--- src/rtl/hack_prog_loader_if.sv ---
// Byte-stream input and instruction-memory write port of the Hack program loader.
// The loader takes the slave view: it consumes the stream and drives the write port.
interface hack_prog_loader_if #(
  parameter int ADDR_W = 15
);
  logic              s_valid;
  logic [7:0]        s_data;
  logic              s_last;
  logic              s_ready;
  logic              wr_en;
  logic [ADDR_W-1:0] wr_addr;
  logic [15:0]       wr_data;

  modport master (
    output s_valid, s_data, s_last,
    input  s_ready, wr_en, wr_addr, wr_data
  );

  modport slave (
    input  s_valid, s_data, s_last,
    output s_ready, wr_en, wr_addr, wr_data
  );
endinterface

--- src/rtl/hack_prog_loader.sv ---
// Loads the Hack instruction memory at run time from a big-endian byte stream,
// holding the CPU in reset until the program is in place.
module hack_prog_loader #(
  parameter int ADDR_W    = 15,
  parameter int MAX_WORDS = 32768,
  parameter int BOOT_HOLD = 1
) (
  input  logic                clk,
  input  logic                reset,
  input  logic                start,
  hack_prog_loader_if.slave   bus,
  output logic                cpu_reset,
  output logic                busy,
  output logic                done,
  output logic                err_odd,
  output logic                err_ovf,
  output logic [15:0]         word_count
);

  localparam logic [ADDR_W-1:0] LAST_ADDR = ADDR_W'(MAX_WORDS - 1);
  localparam logic              HOLD      = (BOOT_HOLD != 0);

  typedef enum logic [2:0] {
    IDLE    = 3'd0,
    LOAD_HI = 3'd1,
    LOAD_LO = 3'd2,
    WRITE   = 3'd3,
    DONE    = 3'd4,
    ERR     = 3'd5
  } state_t;

  state_t     state;
  logic [7:0] hi_byte;
  logic       last_seen;
  logic       xfer;

  assign xfer = bus.s_valid && bus.s_ready;

  always_ff @(posedge clk) begin
    if (reset) begin
      state       <= IDLE;
      bus.s_ready <= 1'b0;
      bus.wr_en   <= 1'b0;
      bus.wr_addr <= '0;
      bus.wr_data <= '0;
      busy        <= 1'b0;
      done        <= 1'b0;
      err_odd     <= 1'b0;
      err_ovf     <= 1'b0;
      word_count  <= '0;
      cpu_reset   <= HOLD;
      last_seen   <= 1'b0;
    end else begin
      bus.wr_en <= 1'b0;
      case (state)
        // Idle or finished states: only a start pulse moves us; starts while busy fall through.
        IDLE, DONE, ERR: begin
          if (start) begin
            state       <= LOAD_HI;
            bus.s_ready <= 1'b1;
            bus.wr_addr <= '0;
            busy        <= 1'b1;
            done        <= 1'b0;
            err_odd     <= 1'b0;
            err_ovf     <= 1'b0;
            word_count  <= '0;
            cpu_reset   <= 1'b1;
          end
        end
        LOAD_HI: begin
          if (xfer) begin
            hi_byte <= bus.s_data;
            if (bus.s_last) begin
              // Program ended on a high byte: pad the low half with zero.
              bus.wr_data <= {bus.s_data, 8'h00};
              bus.wr_en   <= 1'b1;
              bus.s_ready <= 1'b0;
              err_odd     <= 1'b1;
              last_seen   <= 1'b1;
              state       <= WRITE;
            end else begin
              last_seen <= 1'b0;
              state     <= LOAD_LO;
            end
          end
        end
        LOAD_LO: begin
          if (xfer) begin
            bus.wr_data <= {hi_byte, bus.s_data};
            bus.wr_en   <= 1'b1;
            bus.s_ready <= 1'b0;
            last_seen   <= bus.s_last;
            state       <= WRITE;
          end
        end
        WRITE: begin
          word_count <= word_count + 16'd1;
          if (last_seen) begin
            state     <= DONE;
            done      <= 1'b1;
            busy      <= 1'b0;
            cpu_reset <= 1'b0;
          end else if (bus.wr_addr == LAST_ADDR) begin
            // Memory full and more data pending: stop rather than wrap the address.
            state     <= ERR;
            err_ovf   <= 1'b1;
            busy      <= 1'b0;
            cpu_reset <= HOLD;
          end else begin
            bus.wr_addr <= bus.wr_addr + 1'b1;
            bus.s_ready <= 1'b1;
            state       <= LOAD_HI;
          end
        end
        default: begin
          state       <= IDLE;
          bus.s_ready <= 1'b0;
          busy        <= 1'b0;
          done        <= 1'b0;
          cpu_reset   <= HOLD;
        end
      endcase
    end
  end

endmodule

--- src/flat_wrapper.sv ---
// flat-port wrapper written by rule: the top's interface ports become plain ports
module hack_prog_loader_flat 
#(
  parameter int ADDR_W    = 15,
  parameter int MAX_WORDS = 32768,
  parameter int BOOT_HOLD = 1
)
  (clk, reset, start, cpu_reset, busy, done, err_odd, err_ovf, word_count, bus_s_valid, bus_s_data, bus_s_last, bus_s_ready, bus_wr_en, bus_wr_addr, bus_wr_data);
  hack_prog_loader_if #(.ADDR_W(ADDR_W)) bus_i ();
  input  logic clk;
  input  logic reset;
  input  logic start;
  output logic cpu_reset;
  output logic busy;
  output logic done;
  output logic err_odd;
  output logic err_ovf;
  output logic [15:0] word_count;
  input wire logic [$bits(bus_i.s_valid)-1:0] bus_s_valid;
  input wire logic [$bits(bus_i.s_data)-1:0] bus_s_data;
  input wire logic [$bits(bus_i.s_last)-1:0] bus_s_last;
  output wire logic [$bits(bus_i.s_ready)-1:0] bus_s_ready;
  output wire logic [$bits(bus_i.wr_en)-1:0] bus_wr_en;
  output wire logic [$bits(bus_i.wr_addr)-1:0] bus_wr_addr;
  output wire logic [$bits(bus_i.wr_data)-1:0] bus_wr_data;
  assign bus_i.s_valid = bus_s_valid;
  assign bus_i.s_data = bus_s_data;
  assign bus_i.s_last = bus_s_last;
  assign bus_s_ready = bus_i.s_ready;
  assign bus_wr_en = bus_i.wr_en;
  assign bus_wr_addr = bus_i.wr_addr;
  assign bus_wr_data = bus_i.wr_data;
  hack_prog_loader #(.ADDR_W(ADDR_W), .MAX_WORDS(MAX_WORDS), .BOOT_HOLD(BOOT_HOLD)) u_core (.clk(clk), .reset(reset), .start(start), .bus(bus_i), .cpu_reset(cpu_reset), .busy(busy), .done(done), .err_odd(err_odd), .err_ovf(err_ovf), .word_count(word_count));
endmodule
--- config.mk ---
export PLATFORM = sky130hd
export DESIGN_NAME = hack_prog_loader_flat
export DESIGN_NICKNAME = d
export VERILOG_FILES = /design/src/rtl/hack_prog_loader_if.sv /design/src/rtl/hack_prog_loader.sv /design/src/flat_wrapper.sv
export SDC_FILE = /design/constraint.sdc
export NUM_CORES = 1
export LEC_CHECK = 0
export ABC_AREA = 1
export ABC_CLOCK_PERIOD_IN_PS = 4100
export CAP_MARGIN = 30
export CORE_MARGIN = 2
export CORE_UTILIZATION = 55
export CTS_CLUSTER_DIAMETER = 40
export DETAILED_ROUTE_END_ITERATION = 12
export GPL_TIMING_DRIVEN = 0
export PLACE_DENSITY = 0.85
export SETUP_SLACK_MARGIN = 0.1
export SYNTH_ARGS = -nofsm -noshare
export SYNTH_HDL_FRONTEND = slang
export SYNTH_SLANG_ARGS = --single-unit
export TNS_END_PERCENT = 5
--- constraint.sdc ---
create_clock -name clk -period 4.1 [get_ports clk]
set_clock_uncertainty 0.2 [all_clocks]
set_input_delay 0.615 -clock clk [delete_from_list [all_inputs] [get_ports clk]]
set_output_delay 0.615 -clock clk [all_outputs]
set_load 0.05 [all_outputs]
* Word level (Yosys, flattened, before mapping)
Index checks and enable logic that the tools add are counted.
** Cells by class
- Add/sub/neg operators :: 2
- Multipliers :: 0
- Divide/modulo/power cells :: 0
- $lt $le $gt $ge :: 0
- Eq/ne operators :: 15
- Shifts and indexed selects :: 0
- Mux-type cells :: 45
- Bitwise logic cells :: 2
- Reduce and logical (&&, ||, !) cells :: 18
** Operator list (number)
- 16-bit 2-to-1 mux :: 4
- 16-bit case mux with 2 select lines :: 2
- 15-bit 2-to-1 mux :: 3
- 15-bit case mux with 2 select lines :: 1
- 1-bit 2-to-1 mux :: 21
- 16-bit by 1-bit adder with 16-bit output, second input constant :: 1
- 4-bit AND reduction :: 4
- 15-bit by 1-bit adder with 15-bit output, second input constant :: 1
- 15-bit equality test, second input constant :: 1
- 3-bit 2-to-1 mux :: 5
- 3-bit AND reduction :: 5
- 3-bit case mux with 4 select lines :: 1
- 1-bit case mux with 3 select lines :: 3
- 2-bit by 1-bit != test with 1-bit output, second input constant :: 4
- 2-bit != test, second input constant :: 4
- 1-bit case mux with 2 select lines :: 4
- 3-bit by 2-bit equality test with 1-bit output, second input constant :: 2
- 3-bit equality test, second input constant :: 2
- 6-bit AND reduction :: 1
- 2-bit nonzero test :: 3
- 1-bit case mux with 4 select lines :: 1
- 3-bit by 1-bit equality test with 1-bit output, second input constant :: 1
- 3-bit logical NOT :: 1
- 3-bit by 1-bit != test with 1-bit output, second input constant :: 1
- other kinds (5) :: 6
** Storage, ports and cells
- Register bits :: 66
- Latch bits :: 0
- Memory bits (writable) :: 0
- Memory bits (read-only) :: 0
- Bits of input ports :: 13
- Output and inout port bits :: 54
- Word-level logic and storage cells :: 95
- Memories :: 0

* Depth between registers and ports, before layout
- Word-level depth :: 4
- Mapped depth :: 11

* Worst setup path after synthesis
No wires, ideal clock.
- Kind :: register -> register
- From :: reg u_core.bus.wr_addr[0]
- To :: reg u_core.bus.wr_addr[12]
- Arrival time :: 1973 ps
- Required time :: 3771 ps
- Slack :: 1798 ps
- Cell stages (with the launch flop) :: 12
- Path through :: dfxtp_1 -> ha_1 -> nand2_2 -> inv_2 -> nand2_1 -> nor2_4 -> nand3_4 -> nand2_4 -> buf_8 -> nor2_1 -> nor2_1 -> nor2_1
** On the way
- Word-level cells in the longest chain between the ends :: 4
- Elaborated cells between the ends (all ways) :: 7
** RTL lines
- from (decl) :: RTL line hack_prog_loader_if.sv:21 : output s_ready, wr_en, wr_addr, wr_data
- from (signal assigned) :: RTL line hack_prog_loader.sv:110 : bus.wr_addr <= bus.wr_addr + 1'b1;
- 15-bit by 1-bit adder with 15-bit output :: RTL line hack_prog_loader.sv:110
- 15-bit 2-to-1 mux :: RTL line hack_prog_loader.sv:103 : end else if (bus.wr_addr == LAST_ADDR) begin
- 15-bit 2-to-1 mux :: RTL line hack_prog_loader.sv:98 : if (last_seen) begin
- 15-bit case mux with 2 select lines :: RTL line hack_prog_loader.sv:55 : case (state)
Parallel ways exist; a longest one is shown, timed or not. The select of a mux whose other input is x is not followed.
A chain may end at the register's enable or synchronous reset.

* Worst setup path in the final report
- From :: reg u_core.bus.wr_addr[5]
- To :: out bus_wr_addr[5]
** RTL lines
- to (decl) :: RTL line flat_wrapper.sv:24 : output wire logic [$bits(bus_i.wr_addr)-1:0] bus_wr_addr;
No word-level cell between the ends.

==> results_dict.tcl <==
set metrics [dict create \
    detail_route.vias_per_cell 5.47 \
    synth_edf_count 8 \
    final_slew_violations 0 \
    crit_arrival_ns 1.68 \
    cts_buffer_depth 2 \
    postLayoutCoreUtil_pct 74.0 \
    critical_path_required_ns 3.28 \
    layout.area.seq_um2 1400 \
    worstPathMaxFanout 6 \
    crit_end "bus_wr_addr[5]" \
    hold_violations 0 \
    internal_power_w 0.00107 \
    r2r_setup_slack_ns 1.92 \
    worstSetupEndpointType "output pin" \
    die-width_um 80.2 \
    max_cap_viol_count 0 \
    drt-total-wl_um 8340 \
    netSwitchingPower_w 0.000658 \
    detailed_place.area_um2 3940 \
    timing.slew.headroom_pct 56.9 \
    fin_tns_setup_ns 0 \
    nets 536 \
    synth_top_cell_by_area "sky130_fd_sc_hd__dfxtp_1" \
    cts_tree "built" \
    main_area_contributors_after_synthesis "sky130_fd_sc_hd__dfxtp_1, sky130_fd_sc_hd__nand2_1, sky130_fd_sc_hd__edfxtp_1" \
    multi_input_comb_area_um2 1510 \
    globalRouteTotalUtil_pct 27.5 \
    dp.cells 582 \
    regToRegStartpoint "u_core.word_count[0]$_SDFFE_PP0P_" \
    worstHoldStart "u_core.err_odd$_SDFFE_PP0P_" \
    finalPower_w 0.00173 \
    post_route_cells_drive_above_1_share_pct 8.37 \
    max-vdd-ir-drop_uv 312 \
    reg2reg_depth 8 \
    post-route-drc-count 0 \
    timing.critical_path.cells "clkdlybuf4s50_1" \
    drt-initial-drc-count 243 \
    synthesis.area_um2 3190 \
    sw_frac_of_total_pct 38.1 \
    synth_commonest_cells "sky130_fd_sc_hd__nand2_1, sky130_fd_sc_hd__dfxtp_1, sky130_fd_sc_hd__inv_1, sky130_fd_sc_hd__nor2_1, sky130_fd_sc_hd__a21oi_1" \
    pwr-share-comb_pct 30.6 \
    grt_start_max_net_pins 13 \
    num_antenna_cells 0 \
    fp.dieArea_um2 6420 \
    setup_viol 0 \
    height_of_the_die_um 80.2 \
    result_of_the_run "complete, no violations" \
    stdcell_count 598 \
    top_count_cell_post_synth "sky130_fd_sc_hd__nand2_1" \
    rsz0062_at_grt "false" \
    io_pins 67 \
    fin_area_um2 4100 \
    cts.repair_timing.setup_buffer_count 0 \
    least_margin_pin_slew_ns 0.646 \
    firstDrtPassIters 4 \
    clk_transition_reported_paths_ns 0.08 \
    ys_types 33 \
    synth.yosys.seq_area_share_pct 43.9 \
    critical_path.n_buffers_inverters 1 \
    buffer_ports.inserted 65 \
    slowest_delay_ns 0.86 \
    number_of_cts_inserted_buffers 9 \
    period_needed_ns 2.50 \
    floorplan.core_area_um2 5540 \
    wl_per_cell_um 13.9 \
    hold_class "flop to flop" \
    crit_cells 1 \
    fmaxAchievable_mhz 400 \
    total_leakage_power_nw 1.47 \
    finalCritPeriodShare_pct 61.0 \
    yosys_register_bits 66 \
    cellPowerDensity_nw_per_um2 421 \
    netlist.area_leader.share_pct 36.4 \
    ys_async_sr_fraction_pct 0 \
    postCtsResizedCells 0 \
    grt_pass1_wl_um 13900 \
    vias_in_the_first_global_route 3055 \
    areaGrowthSynthToFinish_pct 28.5 \
    filler_cell_count 439 \
    grt_antenna_before_repair 0 \
    ys.flop_type "sky130_fd_sc_hd__dfxtp_1" \
    cts_hold_buffers 0 \
    dr_total_vias 3272 \
    antenna_nets_post_route 0 \
    cts_root_buf "sky130_fd_sc_hd__clkbuf_8" \
    postSynthCellCount 444 \
    dp_hpwl_um 6060 \
    start_kind "flop" \
    synth-warning-count 0 \
    grt-ovfl-total 0 \
    sequential_power_share_pct 41.9 \
    cpLargestDelayFamily "buffers and inverters" \
    cts_htree_levels 3 \
    floorplan.initialDensity_pct 57.6 \
    worst_path_max_delay_cell "sky130_fd_sc_hd__clkdlybuf4s50_1" \
    path_class "flop to output pin" \
    clock_sink_count 66 \
    crit_start "u_core.bus.wr_addr[5]$_SDFFE_PP0P_" \
    p_clk_share_pct 27.5 \
    postSynthAreaPerCell_um2 7.18 \
    syn_nets 459 \
    routability_cong 0.854 \
    rr_endpoint "u_core.word_count[14]$_SDFFE_PP0P_" \
    insertion_delay_ns 0.35 \
    core.rowCount 27 \
]
## layout by cell type (no fill, tap or decap), types with 4 or more instances in the layout
master / n
sky130_fd_sc_hd__a21oi_1: 36
sky130_fd_sc_hd__a31oi_1: 10
sky130_fd_sc_hd__buf_2: 5
sky130_fd_sc_hd__clkbuf_1: 8
sky130_fd_sc_hd__clkbuf_8: 9
sky130_fd_sc_hd__clkdlybuf4s50_1: 65
sky130_fd_sc_hd__dfxtp_1: 58
sky130_fd_sc_hd__edfxtp_1: 8
sky130_fd_sc_hd__inv_1: 47
sky130_fd_sc_hd__inv_2: 4
sky130_fd_sc_hd__nand2_1: 116
sky130_fd_sc_hd__nand2_2: 5
sky130_fd_sc_hd__nand3_1: 26
sky130_fd_sc_hd__nand4_1: 18
sky130_fd_sc_hd__nor2_1: 45
sky130_fd_sc_hd__nor3_1: 9
sky130_fd_sc_hd__o21ai_0: 22
## layout make-up
class,instances,share of cell area (%)
clock inverters,5,0.794
well taps,72,2.20
multi-input cells,312,36.9
plain buffers,13,1.77
repair buffers,66,16.0
clock buffers,11,3.21
flip-flops and latches,66,34.2
inverters,53,4.98
## cell families (layout without fill, tap and decap cells)
logic type / Yosys count / after routing / synth area share [%]
fa+ha+maj: 2 / 2 / 0.784
compound gates: 81 / 81 / 14.2
xor+xnor: 2 / 2 / 0.549
simple gates: 227 / 227 / 31.9
flops: 66 / 66 / 43.9
buf+inv: 66 / 148 / 8.67
## per-layer routing
layer / track usage [%] / wire, um / vias to the layer above
li1: - / - / 1616
met1: 35.2 / 3730 / 1531
met2: 46.3 / 4020 / 111
met3: 5.06 / 478 / 14
met4: 10.3 / 111 / 0
met5: 0 / 0 / -
## per-stage QoR
step / hold slack, ns / setup slack [ns]
after global placement: 0.240 / 1.42
final: 0.253 / 1.60
after detailed placement: 0.246 / 1.64
after CTS: 0.256 / 1.60
after global routing: 0.283 / 1.56
after floorplan: 0.276 / 1.80
## flip-flops by register name (all words and copies together), names as in the netlist
register            cells
u_core.bus.s_ready      1
u_core.bus.wr_addr     15
u_core.bus.wr_data     16
u_core.bus.wr_en        1
u_core.busy             1
u_core.cpu_reset        1
u_core.done             1
u_core.err_odd          1
u_core.err_ovf          1
u_core.hi_byte          8
u_core.last_seen        1
u_core.state            3
u_core.word_count      16
## worst min path at each step
stage | end | depth (start not counted)
after floorplan | u_core.state[2]$_SDFFE_PP0P_ | 2
after global placement | u_core.err_odd$_SDFFE_PP0P_ | 2
after detailed placement | u_core.err_odd$_SDFFE_PP0P_ | 2
after CTS | u_core.err_odd$_SDFFE_PP0P_ | 2
after global routing | u_core.bus.wr_data[2]$_SDFFE_PP0P_ | 2
final | u_core.err_odd$_SDFFE_PP0P_ | 2
## power by group through the flow
| stage | registers [W] | logic (W) | clock network (W) |
|---|---|---|---|
| floorplan | 0.000810 | 0.000300 | 0 |
| global placement | 0.000735 | 0.000513 | 0 |
| detailed placement | 0.000737 | 0.000520 | 0 |
| CTS | 0.000723 | 0.000524 | 0.000478 |
| global route | 0.000727 | 0.000579 | 0.000503 |
| finish | 0.000723 | 0.000529 | 0.000475 |
Power figures use the tool's default switching activity.
